## src/rtl/constants_pkg.sv

```systemverilog
// Shared widths and memory-arbiter types for the core's memory path.
package constants_pkg;

  localparam int MEMORY_ADDRESS_BITS = 8;
  localparam int MEMORY_DATA_BITS    = 8;
  localparam int MEM_ARB_STATS_WIDTH = 16;

  typedef enum logic {OWNER_IF, OWNER_LS} mem_owner_t;

  // Increment that sticks at all-ones instead of wrapping.
  function automatic logic [MEM_ARB_STATS_WIDTH-1:0] sat_inc(
    input logic [MEM_ARB_STATS_WIDTH-1:0] v
  );
    return (&v) ? v : v + 1'b1;
  endfunction

endpackage

```

## src/rtl/mem_port_arbiter_rsp_pipe.sv

```systemverilog
// Response tracking: {valid, owner} shift register matching the memory read latency.
module mem_rsp_pipe #(
  parameter int DEPTH = 1
) (
  input  logic clk,
  input  logic reset,
  input  logic in_valid,
  input  logic in_owner,
  output logic out_valid,
  output logic out_owner
);

  logic [DEPTH-1:0] valid_reg;
  logic [DEPTH-1:0] owner_reg;

  always_ff @(posedge clk or posedge reset) begin
    if (reset) begin
      valid_reg <= '0;
      owner_reg <= '0;
    end else begin
      valid_reg <= (valid_reg << 1) | DEPTH'(in_valid);
      owner_reg <= (owner_reg << 1) | DEPTH'(in_owner);
    end
  end

  assign out_valid = valid_reg[DEPTH-1];
  assign out_owner = owner_reg[DEPTH-1];

endmodule

```

## src/rtl/mem_port_arbiter.sv

```systemverilog
// Two-requester (fetch / load-store) arbiter in front of memory_io_mux.
// Define MEM_ARB_STATS_EN to add saturating grant/conflict counters.
module mem_port_arbiter
  import constants_pkg::*;
#(
  parameter int RD_LATENCY = 1
) (
  input  logic                           clk,
  input  logic                           reset,
  input  logic                           if_req,
  input  logic [MEMORY_ADDRESS_BITS-1:0] if_addr,
  output logic                           if_gnt,
  output logic                           if_rsp_valid,
  input  logic                           ls_req,
  input  logic                           ls_we,
  input  logic [MEMORY_ADDRESS_BITS-1:0] ls_addr,
  input  logic [MEMORY_DATA_BITS-1:0]    ls_wdata,
  output logic                           ls_gnt,
  output logic                           ls_rsp_valid,
  output logic [MEMORY_DATA_BITS-1:0]    rsp_data,
  output logic                           rd_mem_en,
  output logic [MEMORY_ADDRESS_BITS-1:0] rd_mem_addr,
  input  logic [MEMORY_DATA_BITS-1:0]    rd_mem_data,
  output logic                           wr_mem_en,
  output logic [MEMORY_ADDRESS_BITS-1:0] wr_mem_addr,
  output logic [MEMORY_DATA_BITS-1:0]    wr_mem_data
`ifdef MEM_ARB_STATS_EN
  ,
  output logic [MEM_ARB_STATS_WIDTH-1:0] if_grant_cnt,
  output logic [MEM_ARB_STATS_WIDTH-1:0] ls_grant_cnt,
  output logic [MEM_ARB_STATS_WIDTH-1:0] conflict_cnt
`endif
);

  mem_owner_t last_owner_reg;
  mem_owner_t issue_owner_reg;
  logic       pipe_valid;
  logic       pipe_owner_ls;

  // Round-robin on ties: the side that did not win last time goes first.
  always_comb begin
    if_gnt = 1'b0;
    ls_gnt = 1'b0;
    if (!reset) begin
      if (if_req && (!ls_req || last_owner_reg == OWNER_LS)) begin
        if_gnt = 1'b1;
      end else if (ls_req) begin
        ls_gnt = 1'b1;
      end
    end
  end

  always_ff @(posedge clk or posedge reset) begin
    if (reset) begin
      rd_mem_en       <= 1'b0;
      rd_mem_addr     <= '0;
      wr_mem_en       <= 1'b0;
      wr_mem_addr     <= '0;
      wr_mem_data     <= '0;
      last_owner_reg  <= OWNER_LS;
      issue_owner_reg <= OWNER_IF;
    end else begin
      rd_mem_en <= if_gnt || (ls_gnt && !ls_we);
      wr_mem_en <= ls_gnt && ls_we;
      if (if_gnt) begin
        rd_mem_addr     <= if_addr;
        issue_owner_reg <= OWNER_IF;
        last_owner_reg  <= OWNER_IF;
      end else if (ls_gnt) begin
        last_owner_reg <= OWNER_LS;
        if (ls_we) begin
          wr_mem_addr <= ls_addr;
          wr_mem_data <= ls_wdata;
        end else begin
          rd_mem_addr     <= ls_addr;
          issue_owner_reg <= OWNER_LS;
        end
      end
    end
  end

  // The tag enters alongside the issued strobe, so it emerges with the data.
  mem_rsp_pipe #(
    .DEPTH(RD_LATENCY)
  ) u_rsp_pipe (
    .clk      (clk),
    .reset    (reset),
    .in_valid (rd_mem_en),
    .in_owner (issue_owner_reg == OWNER_LS),
    .out_valid(pipe_valid),
    .out_owner(pipe_owner_ls)
  );

  assign if_rsp_valid = pipe_valid && !pipe_owner_ls;
  assign ls_rsp_valid = pipe_valid && pipe_owner_ls;
  assign rsp_data     = rd_mem_data;

`ifdef MEM_ARB_STATS_EN
  always_ff @(posedge clk or posedge reset) begin
    if (reset) begin
      if_grant_cnt <= '0;
      ls_grant_cnt <= '0;
      conflict_cnt <= '0;
    end else begin
      if (if_gnt) if_grant_cnt <= sat_inc(if_grant_cnt);
      if (ls_gnt) ls_grant_cnt <= sat_inc(ls_grant_cnt);
      if (if_req && ls_req) conflict_cnt <= sat_inc(conflict_cnt);
    end
  end
`endif

endmodule

```

## config.mk

```make
export PLATFORM = sky130hd
export DESIGN_NAME = mem_port_arbiter
export DESIGN_NICKNAME = d
export VERILOG_FILES = /design/src/rtl/constants_pkg.sv /design/src/rtl/mem_port_arbiter_rsp_pipe.sv /design/src/rtl/mem_port_arbiter.sv
export SDC_FILE = /design/constraint.sdc
export NUM_CORES = 1
export LEC_CHECK = 0
export CAP_MARGIN = 10
export CORE_ASPECT_RATIO = 1.4
export CORE_MARGIN = 4
export CORE_UTILIZATION = 40
export CTS_CLUSTER_DIAMETER = 80
export DETAILED_ROUTE_END_ITERATION = 8
export PLACE_DENSITY = 0.84
export SLEW_MARGIN = 20
export SYNTH_ARGS = -nofsm -noshare
export SYNTH_HDL_FRONTEND = slang
export SYNTH_SLANG_ARGS = --single-unit
```

## constraint.sdc

```tcl
create_clock -name clk -period 2.2 [get_ports clk]
set_input_delay 0.22 -clock clk [delete_from_list [all_inputs] [get_ports clk]]
set_output_delay 0.22 -clock clk [all_outputs]
set_load 0.1 [all_outputs]
```

==> results by group, run 1 <==
Outcome
  – Run status: finished clean

Synth
  – Yosys reg bits: 30
  – Synthesized instance count: 91
  – Yosys Warn Count: 0
  – Average size of a mapped cell: 14.5 µm²
  – Number of distinct library cells after synthesis: 21
  – Top-area cell type share of the netlist area: 55.0%
  – Register area share after synthesis: 57.0%
  – Largest cells by area after synthesis: dfrtp_1, mux2_2, buf_4
  – Synth area leader: dfrtp_1
  – Synthesized Nets: 128
  – Mapped Area: 0.00132 mm²

Cells and area
  – Total inserted antenna cells: 0
  – Flip-flop and latch area: 752 µm²
  – Number of nets at the end of the flow: 185
  – FILL cells: 280
  – Final Non-Filler Cells: 188
  – Total area of multi-input combinational cells: 480 µm²
  – Area added between synthesis and finish: 46.0%
  – Top Registers: rd_mem_addr: 8 flops, wr_mem_addr: 8 flops, wr_mem_data: 8 flops
  – Layout cell share with drive strength beyond 1: 49.7%

STA
  – Clock period minus final worst setup slack: 1.72 ns
  – Number of endpoints with negative hold slack in the final report: 0
  – Worst-Margin Slew: 0.372 ns
  – Achievable frequency: 581 MHz
  – Setup repair after global routing missed its margin: false
  – Max Transition Viols Final: 0
  – Relative max-transition margin: 75.1%
  – Final setup violation count: 0
  – Period utilisation layout: 78.3%
  – Post-Route Setup TNS: 0 ns
  – Worst clock skew: 0.00297 ns
  – Worst hold slack: 0.381 ns

Clocking
  – Post-CTS sizing: 0
  – Clock net sink count: 30
  – Root buf cell: clkbuf_8
  – Post-CTS repair timing setup buffer count: 0
  – TritonCTS buffer count: 5
  – Clock slew at the register clock pins of the worst setup and hold paths: 0.06 ns
  – Count of H-tree levels built during CTS: 2
  – Skew-Pair Late Insertion Delay: 0.28 ns
  – TritonCTS clock tree: built
  – Quantity of hold-fixing buffers added after cts: 0
  – Maximum count of clock buffers along a single path: 2

Global route
  – Total routing usage reported by global routing: 15.1%
  – Pin count of the biggest net entering global routing: 31
  – First-pass GRT wire length: 4840 µm
  – Total global routing overflow: 0
  – Number of antenna violations at the first check in global routing: 0
  – Number of global-route vias before repair: 955

Critical path
  – Master of the slowest instance on the critical path: dfstp_2
  – Cells along the critical path: nand2b_2 -> nand3_4 -> inv_1 -> buf_12
  – Length in cells of the worst reg-to-reg path: 4
  – Maximum fanout encountered on the critical timing path: 10
  – Crit Path Category: reg -> out
  – Endpoint of the worst register-to-register path: rd_mem_addr[1]
  – Flop2flop setup slack: 0.60 ns
  – Worst setup EP type: output pin
  – Launch point of the critical path: last_owner_reg
  – Category of the worst setup path launch point: flop
  – Launching point of the worst reg2reg path: last_owner_reg
  – Signal arrival time at the worst endpoint: 1.50 ns
  – Largest stage delay, worst path: 0.57 ns
  – CP Capture Point: if_gnt
  – Worst endpoint required time: 1.98 ns

Drt
  – Remaining number of nets flagged by the antenna check after routing: 0
  – Post-route DRC: 0
  – WL per Instance: 15.9 µm
  – First DRT Iteration DRCs: 2
  – Via count normalized by instance count: 4.84
  – Via count: 910
  – Detailed Route WL: 2990 µm
  – Number of detailed-route iterations in the first pass: 3

Floorplanning
  – Std-Cell Core Area: 0.00315 mm²
  – # IOs: 75
  – Effective utilization at floorplan: 41.8%
  – Total Die Area: 0.00429 mm²
  – Die height: 75.9 µm
  – Die X-Extent: 56.5 µm
  – FP Rows: 24

Worst hold path
  – Worst hold-check path type: reg -> reg
  – Worst hold path stage count: 0

Pwr
  – Design Power: 2.48 mW
  – Reported leakage power: 0.883 nW
  – Maximum ir drop on the vdd rail: 0.814 mV
  – Power per unit of standard cell area: 1290 mW/mm²

Placement
  – Number of cells in the design after placement: 180
  – Placer Congestion: 0.688
  – Number of I/O port buffers: 58

Job
  – Number of max-cap violations: 0
[stage by stage]
| step | area, µm² | setup WS (ns) | utilization, % |
|---|---|---|---|
| 2_1_floorplan | 1320 | 0.0757 | - |
| 3_3_place_gp | 1830 | 0.420 | 58.2 |
| 3_5_place_dp | 1830 | 0.379 | 58.2 |
| 4_1_cts | 1930 | 0.440 | 61.1 |
| 5_1_grt | 1930 | 0.376 | 61.1 |
| 6_report | 1930 | 0.478 | 61.1 |
[how the worst min path moves through the flow]
stage	from	end	slack [ns]
3_5_place_dp	issue_owner_reg	u_rsp_pipe.out_owner	0.37
6_report	issue_owner_reg	u_rsp_pipe.out_owner	0.38
3_3_place_gp	issue_owner_reg	u_rsp_pipe.out_owner	0.36
4_1_cts	issue_owner_reg	u_rsp_pipe.out_owner	0.38
5_1_grt	issue_owner_reg	u_rsp_pipe.out_owner	0.38
2_1_floorplan	reset	rd_mem_en	0.31
[routing by layer]
layer / global-route usage (%) / share of wire, %
met2: 25.2 / 56
met1: 15.3 / 33
met5: 0 / 0
met3: 6.29 / 7.4
met4: 9.26 / 3.6
[synthesized netlist by cell type]
master,count
buf_6,1
mux2_2,28
mux2_4,1
nor2_4,1
nor2b_1,2
dfstp_2,1
nand2b_2,1
inv_1,4
o21ai_0,2
a21oi_1,2
and2_1,1
dfrtp_1,29
a211oi_1,1
nand3_4,1
buf_4,8
nor2_1,3
mux2_1,1
nand2_4,1
nand2b_4,1
a21oi_2,1
mux2i_1,1
[power breakdown]
group | internal (mW) | total (mW) | switching (mW)
registers | 0.675 | 0.739 | 0.0647
clock network | 0.252 | 0.452 | 0.200
logic | 0.302 | 1.29 | 0.988
[worst max-delay path, delay by kind of cell, from the launching register on]
| kind | cells | cell delay (ns) |
|---|---|---|
| AND/OR/NAND/NOR | 2 | 0.31 |
| flip-flops | 1 | 0.57 |
| buffers and inverters | 2 | 0.35 |
[layout make-up]
type / instances / share of cell area [%]
Sequential cell: 30 / 39.1
Timing Repair Buffer: 59 / 27.9
Multi-Input combinational cell: 48 / 25.0
Clock buffer: 7 / 4.48
Tap cell: 39 / 2.53
Inverter: 4 / 0.780
Clock inverter: 1 / 0.260
[cells by family (layout without fill, tap and decap cells)]
| logic type | Yosys count | count (layout) | share of synthesized area, % |
|---|---|---|---|
| compound gates | 6 | 6 | 2.75 |
| buf+inv | 13 | 71 | 6.55 |
| flops | 30 | 30 | 57.0 |
| simple gates | 11 | 11 | 7.02 |
| mux | 31 | 31 | 26.7 |
[layout by cell type, fill, tap and decap left out, types with 2 or more instances in the layout]
cell type,n
dfrtp_1,29
buf_4,29
mux2_2,28
clkdlybuf4s50_1,28
clkbuf_8,6
inv_1,4
nor2_1,3
a21oi_1,2
nor2b_1,2
o21ai_0,2
buf_12,2
Power figures use the tool's default switching activity.
==> run 2: changes to the inputs <==
Settings changed: CORE_UTILIZATION 40 to 34, PLACE_DENSITY 0.84 to 0.76.
Clock period 2.2 ns to 1.47 ns, I/O delays scaled along.
==> run 2 against run 1 <==
Net effect:
- the flow now finishes with violations (negative setup slack)
- clock power is 50% higher
- clock skew grew 0.00057 ns
- sequential cell count did not move
- global-route usage down 0.70 points
- first-iteration DRC count increased to 5.5 times the previous value
- die area grew 15%
- non-clock buffer count up 13
- utilization up 8.6 points
- power grew 80%
- critical endpoint is now rd_mem_addr[6]
==> results by group, run 2 (same netlist as run 1, synthesis figures left out) <==
Outcome
  – Run status: complete, but fails checks
  – Violations in the final reports: negative setup slack

Clocking
  – Quantity of hold-fixing buffers added after cts: 0
  – Maximum count of clock buffers along a single path: 2
  – Clock slew at the register clock pins of the worst setup and hold paths: 0.06 ns
  – Count of H-tree levels built during CTS: 2
  – Clock net sink count: 30
  – TritonCTS clock tree: built
  – Root buf cell: clkbuf_8
  – Skew-Pair Late Insertion Delay: 0.28 ns
  – TritonCTS buffer count: 5

Drt
  – Detailed Route WL: 3830 µm
  – Via count normalized by instance count: 4.82
  – Number of detailed-route iterations in the first pass: 4
  – Post-route DRC: 0
  – Via count: 992
  – First DRT Iteration DRCs: 11
  – WL per Instance: 18.6 µm
  – Remaining number of nets flagged by the antenna check after routing: 0

Floorplanning
  – Effective utilization at floorplan: 35.6%
  – FP Rows: 26
  – Die X-Extent: 60.6 µm
  – Die height: 81.7 µm
  – Total Die Area: 0.00495 mm²
  – # IOs: 75
  – Std-Cell Core Area: 0.00371 mm²

Critical path
  – Maximum fanout encountered on the critical timing path: 3
  – Worst setup EP type: flop
  – Category of the worst setup path launch point: flop
  – Signal arrival time at the worst endpoint: 1.76 ns
  – Crit Path Category: reg -> reg
  – Worst endpoint required time: 1.63 ns

STA
  – Relative max-transition margin: 75.6%
  – Max Transition Viols Final: 0
  – Setup repair after global routing missed its margin: true
  – Clock period minus final worst setup slack: 1.60 ns
  – Number of endpoints with negative hold slack in the final report: 0
  – Setup slack of the critical path after layout: -0.134 ns
  – Worst-Margin Slew: 0.364 ns
  – Achievable frequency: 624 MHz
  – Post-Route Setup TNS: -1.15 ns
  – Worst clock skew: 0.00354 ns
  – Final setup violation count: 25
  – Period utilisation layout: 109%

Pwr
  – Reported leakage power: 1.22 nW
  – Maximum ir drop on the vdd rail: 1.29 mV
  – Power per unit of standard cell area: 1730 mW/mm²

Global route
  – Layer with the highest usage after global routing: met2
  – Total routing usage reported by global routing: 14.4%
  – Pin count of the biggest net entering global routing: 31
  – Met1 Usage GRT: 14.4%
  – Total global routing overflow: 0
  – First-pass GRT wire length: 5220 µm
  – Number of global-route vias before repair: 1098
  – GR met3 Demand/Resource: 6.60%
  – Global-route track usage on met2: 25.7%
  – Number of antenna violations at the first check in global routing: 0

Cells and area
  – Layout cell share with drive strength beyond 1: 56.7%
  – Number of nets at the end of the flow: 200
  – Final std cell area, no fill: 0.00258 mm²
  – Area added between synthesis and finish: 96.0%
  – Most frequent cells in the layout: mux2_4, buf_12, dfrtp_1
  – FILL cells: 263
  – Total inserted antenna cells: 0
  – Final Non-Filler Cells: 206
  – Top Registers: rd_mem_addr: 8 flops, wr_mem_addr: 8 flops, wr_mem_data: 8 flops

Placement
  – Number of cells in the design after placement: 189
  – Worst setup slack before clock tree synthesis: -0.297 ns
  – Sum of net half-perimeters after detailed placement: 2500 µm
  – Post-DP Area: 0.00230 mm²
  – Placer Congestion: 0.703
  – Number of I/O port buffers: 58

Worst hold path
  – Worst hold-check path type: in -> async

Job
  – Number of max-cap violations: 0
## run 2: stage by stage
| stage | hold slack, ns | power, mW | utilization, % |
|---|---|---|---|
| after CTS | 0.295 | 4.37 | 65.5 |
| after global placement | 0.295 | 3.63 | 62.1 |
| after floorplan | 0.0777 | 2.76 | - |
| final | 0.0940 | 4.46 | 69.7 |
| after global routing | 0.125 | 4.60 | 69.7 |
| after detailed placement | 0.295 | 3.67 | 62.1 |
## run 2: worst max-delay path: stages, from the launching register on
cell,delay (ns)
dfstp_2,0.54
nand2b_4,0.13
nand3_4,0.08
buf_4,0.17
mux2_4,0.30
mux2_4,0.27
## run 2: metal layers
layer	part of all wire, %	vias up	routed length [µm]
met5	0	-	0
met4	0.99	0	38
met3	8.4	4	320
met2	55	43	2110
met1	35	488	1360
li1	-	457	-
## run 2: power breakdown
group          internal (mW)  total (mW)  switching [mW]
clock                  0.377       0.676           0.299
combinational           1.03        2.57            1.55
sequential              1.01        1.21           0.203
## run 2: layout make-up
cell class	instances	area (µm²)	share of cell area, %
clock buffer	7	86.3	3.34
sequential	30	752	29.1
clock inverter	1	5.00	0.194
tap	42	52.6	2.03
multi-input combinational	50	653	25.3
inverter	4	22.5	0.871
timing repair buffer	72	1010	39.2
## run 2: what timing repair did
action / CTS / global route
pin swaps: 1 / 2
buffers inserted: 3 / 4
endpoints found under the setup margin: 8 / 22
cloned: 0 / 2
resized for setup: 3 / 24
## run 2: worst paths after layout
| check | start | end | slack [ns] | depth (start not counted) |
|---|---|---|---|---|
| setup / recovery | last_owner_reg | rd_mem_addr[6] | -0.13 | 5 |
| hold / removal | reset | rd_mem_addr[1] | 0.09 | 3 |
| setup reg to reg | last_owner_reg | rd_mem_addr[6] | -0.13 | 5 |
| hold reg to reg | issue_owner_reg | u_rsp_pipe.out_owner | 0.39 | 0 |
| max in group asynchronous | reset | last_owner_reg | 1.07 | 3 |
| min in group clk | ls_req | last_owner_reg | 0.29 | 3 |
==> run 3: changes to the inputs <==
Settings changed: CORE_MARGIN 4 to unset, CORE_UTILIZATION 34 to 38, PLACE_DENSITY 0.76 to 0.8.
Clock period 1.47 ns to 1.81 ns, I/O delays scaled along.
==> run 3 against run 2 <==
Net effect:
- the run now ends clean
- setup slack improved by 0.25 ns
- design area down 22%
- utilization shrank 7.2 points
- final cell count down 5.8%
- hold slack gained 0.27 ns
- sequential power fell by 26%
- combinational power down 39%
- non-clock buffer count down 7
- highest routed layer unchanged
- routed wire length is 30% lower
- power shrank 31%
==> results by group, run 3 (same netlist as run 1, synthesis figures left out) <==
Placement
  – Number of I/O port buffers: 58
  – Worst setup slack before clock tree synthesis: 0.0390 ns
  – Placer Congestion: 0.772
  – Sum of net half-perimeters after detailed placement: 2080 µm
  – Post-DP Area: 0.00189 mm²

Critical path
  – Worst setup EP type: output pin
  – Count of buffering cells on the critical path with inverters included: 3
  – Largest stage delay, worst path: 0.58 ns
  – Category of the worst setup path launch point: flop
  – Master of the slowest instance on the critical path: dfstp_2
  – Signal arrival time at the worst endpoint: 1.51 ns
  – Flop2flop setup slack: 0.13 ns
  – Worst endpoint required time: 1.63 ns
  – Kind of cell adding the most delay to the critical path: flip-flops
  – Maximum fanout encountered on the critical timing path: 5
  – Crit Path Category: reg -> out
  – Cells along the critical path: nand2b_2 -> nand3_4 -> buf_4 -> clkinvlp_4 -> buf_12

Clocking
  – Count of H-tree levels built during CTS: 2
  – Root buf cell: clkbuf_8
  – Clock net sink count: 30
  – Post-CTS sizing: 0
  – Skew-Pair Late Insertion Delay: 0.28 ns
  – TritonCTS clock tree: built
  – Maximum count of clock buffers along a single path: 2
  – TritonCTS buffer count: 5
  – Clock slew at the register clock pins of the worst setup and hold paths: 0.06 ns

STA
  – Worst-Margin Slew: 0.373 ns
  – Final setup violation count: 0
  – Achievable frequency: 591 MHz
  – Period utilisation layout: 93.4%
  – Relative max-transition margin: 75.1%
  – Worst hold slack: 0.362 ns
  – Post-Route Setup TNS: 0 ns
  – Worst clock skew: 0.00212 ns
  – Max Transition Viols Final: 0
  – Clock period minus final worst setup slack: 1.69 ns
  – Number of endpoints with negative hold slack in the final report: 0
  – Setup repair after global routing missed its margin: false
  – Setup slack of the critical path after layout: 0.119 ns

Job
  – Number of max-cap violations: 0

Floorplanning
  – Die X-Extent: 51.8 µm
  – Effective utilization at floorplan: 41.0%
  – # IOs: 75
  – FP Rows: 24
  – Total Die Area: 0.00371 mm²
  – Die height: 71.7 µm
  – Std-Cell Core Area: 0.00321 mm²

Global route
  – Number of antenna violations at the first check in global routing: 0
  – Total global routing overflow: 0
  – Number of global-route vias before repair: 975
  – Total routing usage reported by global routing: 17.2%
  – Pin count of the biggest net entering global routing: 31
  – First-pass GRT wire length: 4580 µm

Drt
  – WL per Instance: 13.8 µm
  – Number of detailed-route iterations in the first pass: 3
  – First DRT Iteration DRCs: 8
  – Via count normalized by instance count: 4.69
  – Remaining number of nets flagged by the antenna check after routing: 0
  – Detailed Route WL: 2690 µm
  – Post-route DRC: 0
  – Via count: 909

Cells and area
  – Final std cell area, no fill: 0.00201 mm²
  – Most common cell after layout, fill and taps aside: buf_4
  – Top Registers: rd_mem_addr: 8 flops, wr_mem_addr: 8 flops, wr_mem_data: 8 flops
  – Total inserted antenna cells: 0
  – Number of nets at the end of the flow: 191
  – Area added between synthesis and finish: 52.2%
  – FILL cells: 249
  – Most frequent cells in the layout: buf_4, dfrtp_1, mux2_2, clkdlybuf4s50_1, clkbuf_8
  – Layout cell share with drive strength beyond 1: 54.2%

Pwr
  – Total internal power: 1.58 mW
  – Power share of the combinational group: 51.0%
  – Share of power burned in the clock network: 20.0%
  – Sequential share of power: 29.0%
  – Reported leakage power: 0.909 nW
  – Sw Ratio: 48.9%
  – Power per unit of standard cell area: 1540 mW/mm²
  – Power dissipated by switching net loads: 1.52 mW
  – Maximum ir drop on the vdd rail: 0.926 mV

Worst hold path
  – Worst hold-check path type: in -> out

Outcome
  – Run status: finished clean
-- run 3: cell types whose count changed in the layout (fill, tap and decap cells not counted), moves of 2 or more --
| cell | change |
|---|---|
| mux2_4 | -29 |
| buf_12 | -28 |
| mux2_2 | +28 |
| buf_4 | +27 |
| buf_6 | -6 |
| nand2_8 | -3 |
| clkbuf_8 | +2 |
| clkdlybuf4s50_1 | +2 |
| dlymetal6s2s_1 | -2 |
-- run 3: final cells by class --
cell class	instances	area, µm²	area share, %
flip-flops and latches	30	752	37.5
repair buffers	65	583	29.1
multi-input cells	48	490	24.4
clock buffers	8	110	5.49
well taps	39	48.8	2.43
inverters	4	22.5	1.12
-- run 3: per-layer routing --
| metal | share of wire [%] | up-vias | global-route usage (%) |
|---|---|---|---|
| met5 | 0 | - | 0 |
| met2 | 54 | 38 | 28.4 |
| met3 | 7.6 | 8 | 5.52 |
| met1 | 36 | 434 | 18.9 |
| li1 | - | 429 | - |
| met4 | 2.3 | 0 | 10.2 |
-- run 3: power by group through the flow --
stage               Combinational, mW  Sequential, mW  Clock (mW)
CTS                              1.59           0.902       0.635
floorplan                       0.333            1.87           0
detailed placement               1.59           0.913           0
global route                     1.62           0.918       0.671
finish                           1.58           0.900       0.619
global placement                 1.57           0.903           0
-- run 3: metrics by stage --
step                std cells  utilization (%)  power (mW)
finish                    194             62.5        3.10
global route              194             62.5        3.21
CTS                       194             62.5        3.13
detailed placement        185             58.8        2.50
global placement          185             58.8        2.48
floorplan                  91                -        2.20
-- run 3: final timing paths --
path                                      start              endpoint  cells after the start
worst max-delay path             last_owner_reg                if_gnt                      5
worst min-delay path             rd_mem_data[0]           rsp_data[0]                      0
worst max register to register   last_owner_reg        rd_mem_addr[1]                      5
min in group asynchronous                 reset        rd_mem_addr[2]                      3
worst min register to register  issue_owner_reg  u_rsp_pipe.out_owner                      0
max in group asynchronous                 reset        last_owner_reg                      3
-- run 3: timing repair --
item / in CTS / in global routing
hold buffers: 0 / 0
endpoints found under the setup margin: 1 / 0
buffers inserted: 1 / 0
==> edit 1, RTL diff (config.mk and constraints of run 3) <==
Change the parameter `RD_LATENCY` from 1 to 2.
--- a/src/rtl/mem_port_arbiter.sv
+++ b/src/rtl/mem_port_arbiter.sv
@@ -3,7 +3,7 @@
 module mem_port_arbiter
   import constants_pkg::*;
 #(
-  parameter int RD_LATENCY = 1
+  parameter int RD_LATENCY = 2
 ) (
   input  logic                           clk,
   input  logic                           reset,
Formal check against the unedited RTL: not equivalent (Yosys sat finds a counterexample within 4 cycles, from zero or initial values and one cycle with reset high).
==> edit 1 against run 3 <==
- sequential cell count up 2
- clock skew up 0.0085 ns
- area after synthesis rose by 3.8%
- via count up 2.1%
- register-to-register slack gained 0.07 ns
- routed wire length is 4.0% higher
- design area rose by 2.1%
- total power grew 3.3%
- combinational power about the same
- worst setup slack lost 0.032 ns
- non-clock buffer count shrank 1
- sequential share of layout area rose by 1.7 points
- count of clock-buffer cells in the layout shrank 3
- critical endpoint unchanged
- largest cell class unchanged
==> edit 1: results (changes against run 3) <==
[run_status]
status=completed

[timing]
fin_worst_skew_ns=0.0106  ; +0.00849 ns
max_slew_margin_pct=73.9  ; -1.3 points
fin_crit_sh_pct=95.2  ; +1.7 points

[final_layout]
fillers=276  ; +11%
final_cells=196  ; +1.0%
drive_above_1_share_pct=52.6  ; -1.6 points
num_antenna_cells=0  ; unchanged
final_core_util_pct=60.1  ; -2.4 points
layout.nets=192  ; +0.52%

[hold_path]
worstHoldPathType=flop to flop

[place]
gp_congestion=0.671  ; -13%
dp_hpwl_microns=2090  ; +0.56%
place_ws_ns=0.0281  ; -0.0110 ns
dpl_cell_area_sq_um=1940  ; +2.5%

[route]
routed-wl-met2_microns=1580  ; +9.0%
avgViaCountPerCell=4.73  ; +1.0%
drtIter0Drc=9  ; +1
routed_wirelength_microns=2790  ; +4.0%
detailroute.wirelength.met3_microns=182  ; -11%
dr.pass1.iters=2  ; -1
wl_met1_microns=985  ; +1.3%

[synth]
synth-compound-area-share_pct=2.65  ; -0.10 points
synth_area_per_cell_sq_um=14.7  ; +1.6%
ys_top_cells_by_area=dfrtp_1 57%, mux2_2 23%, buf_4 4.4%, dfstp_2 1.9%, nand3_4 1.3%
yosys-top-cells-count=31 x dfrtp_1, 28 x mux2_2, 8 x buf_4, 4 x inv_1, 3 x nor2_1
synth_fp_nets=130  ; +1.6%
muxShareOfSynthArea_pct=25.7  ; -0.97 points

[global_routing]
use_met1_pct=16.3  ; -2.6 points
grt_pass1_wl_microns=4440  ; -3.0%
gr-usage-met3_pct=4.58  ; -0.94 points
grt_use_met2_pct=29.1  ; +0.69 points
first_global_vias=1002  ; +2.8%
grt_max_degree=33  ; +6.5%
grt_usage_pct=16.3  ; -0.94 points

[power]
p_leak_nw=0.936  ; +3.0%
comb_power_share_pct=49.2  ; -1.8 points
power.total_w=0.00320  ; +3.3%
intPower_w=0.00165  ; +4.5%
ir_drop_mv=1.18  ; +27%
sequentialPowerShare_pct=29.8  ; +0.8 points

[setup_path]
rrSetupSlack_ns=0.20  ; +0.07 ns
ff2ff_path_depth=4  ; -1
critPathArrivalTime_ns=1.54  ; +0.03 ns
cp_max_fo=10  ; +5

[edit 1: area by class of cell]
type | count | share of cell area [%]
Clock buffer | 5 | 3.36
Clock inverter | 3 | 2.08
Inverter | 4 | 0.916
Multi-Input combinational cell | 48 | 23.9
Sequential cell | 32 | 39.2
Tap cell | 40 | 2.44
Timing Repair Buffer | 64 | 28.1
[edit 1: worst min-delay path by stage]
stage | startpoint | endpoint | slack [ns] | cells after the start
2_1_floorplan | reset | issue_owner_reg | 0.12 | 1
3_3_place_gp | u_rsp_pipe.valid_reg[0] | u_rsp_pipe.valid_reg[1] | 0.33 | 0
3_5_place_dp | u_rsp_pipe.valid_reg[0] | u_rsp_pipe.valid_reg[1] | 0.34 | 0
4_1_cts | u_rsp_pipe.owner_reg[0] | u_rsp_pipe.owner_reg[1] | 0.35 | 0
5_1_grt | u_rsp_pipe.valid_reg[0] | u_rsp_pipe.valid_reg[1] | 0.36 | 0
6_report | u_rsp_pipe.owner_reg[0] | u_rsp_pipe.owner_reg[1] | 0.35 | 0
==> edit 2, RTL diff (flow settings as in run 3) <==
Without the edit above. The option `MEM_ARB_STATS_EN` is turned on by a define.
--- a/src/rtl/mem_port_arbiter.sv
+++ b/src/rtl/mem_port_arbiter.sv
@@ -1,5 +1,7 @@
 // Two-requester (fetch / load-store) arbiter in front of memory_io_mux.
 // Define MEM_ARB_STATS_EN to add saturating grant/conflict counters.
+`define MEM_ARB_STATS_EN
+
 module mem_port_arbiter
   import constants_pkg::*;
 #(
Check against the original RTL (old outputs only; new: conflict_cnt, if_grant_cnt and ls_grant_cnt): equivalent (equiv_simple and equiv_induct, registers matched by name and starting in step).
==> edit 2 against run 3 <==
- the run now ends with design-rule violations left
- area after synthesis rose to 2.8 times the old value
- die area grew to 2.7 times the old value
- worst setup slack worse by 0.083 ns
- sequential share of layout area is 1.4 points higher
- design area grew to 2.7 times the old value
- sequential cell count is 48 higher
- total power grew to 2.7 times the old value
- routed wire length increased to 3.2 times the old value
- critical path depth down 1
==> edit 2: results (changes against run 3) <==
[power]
p_leak_nw=2.36  ; +160%
p_comb_w=0.00394  ; +150%
ir_drop_mv=0.804  ; -13%
sequentialPowerShare_pct=30.4  ; +1.4 points
p_per_area_nw_per_um2=1560  ; +0.81%

[hold_path]
worstHoldPathType=primary input to async pin

[global_routing]
gr-usage-met3_pct=3.37  ; -2.2 points
grt_max_degree=42  ; +35%
grt_use_met2_pct=30.8  ; +2.4 points
first_global_vias=2978  ; +210%
use_met1_pct=21.4  ; +2.5 points
grt_pass1_wl_microns=14100  ; +210%

[final_layout]
regArea_sq_um=2100  ; +180%
inverters_excl_clock=10  ; +6
drive_above_1_share_pct=47.0  ; -7.2 points
layout.nets=499  ; +160%
final_cells=574  ; +200%

[place]
dpl_cell_area_sq_um=5080  ; +170%
io_buffer_count=106  ; +83%

[route]
dr.pass1.iters=7  ; +4
detailroute.wirelength.met3_microns=373  ; +82%
drc=10  ; +10
avgViaCountPerCell=5.21  ; +11%
routed_wirelength_microns=8630  ; +220%

[timing]
tightest_slew_ns=0.500  ; +0.127 ns
fin_crit_sh_pct=98.0  ; +4.6 points
fin_worst_skew_ns=0.00394  ; +0.00182 ns

[setup_path]
r2r_end=if_grant_cnt[15]
crit_type=flop to flop
ff2ff_path_depth=4  ; -1

[run_status]
violations=design-rule violations
status=complete, but fails checks

[synth]
synth_fp_nets=372  ; +190%
ys_top_cells_by_area=dfrtp_1 53%, mux2_2 6.5%, xor2_1 5.0%, nand2_1 4.0%, xnor2_1 3.4%
synth_area_per_cell_sq_um=11.0  ; -24%

[clocking]
cts-root-buf=clkbuf_16
htreeDepth=3  ; +1

==> edit 2: cell count changes after synthesis, sizes merged, moves of 7 or more <==
cell | before | now
a31oi | 0 | 13
dfrtp | 29 | 77
mux2 | 30 | 22
nand2 | 1 | 39
nand3 | 1 | 18
nand4 | 0 | 7
nor2 | 4 | 17
nor3 | 0 | 14
xnor2 | 0 | 14
xor2 | 0 | 21
==> edit 2: cell families (layout without fill, tap and decap cells) <==
family,count (synthesis),in the layout,synth area share [%]
AND/OR/NAND/NOR,123,123,17.5
flip-flops,78,78,53.4
AO/OA/AOI/OAI,44,44,8.69
XOR/XNOR,35,35,8.38
buffers and inverters,25,157,3.59
multiplexers,24,24,7.42
adder cells (fa/ha/maj),3,3,1.03
==> edit 2: what timing repair did <==
item	in CTS	in global routing
cloned	0	0
pin swaps	0	0
resized for setup	1	2
endpoints found under the setup margin	1	2
setup buffers	0	0
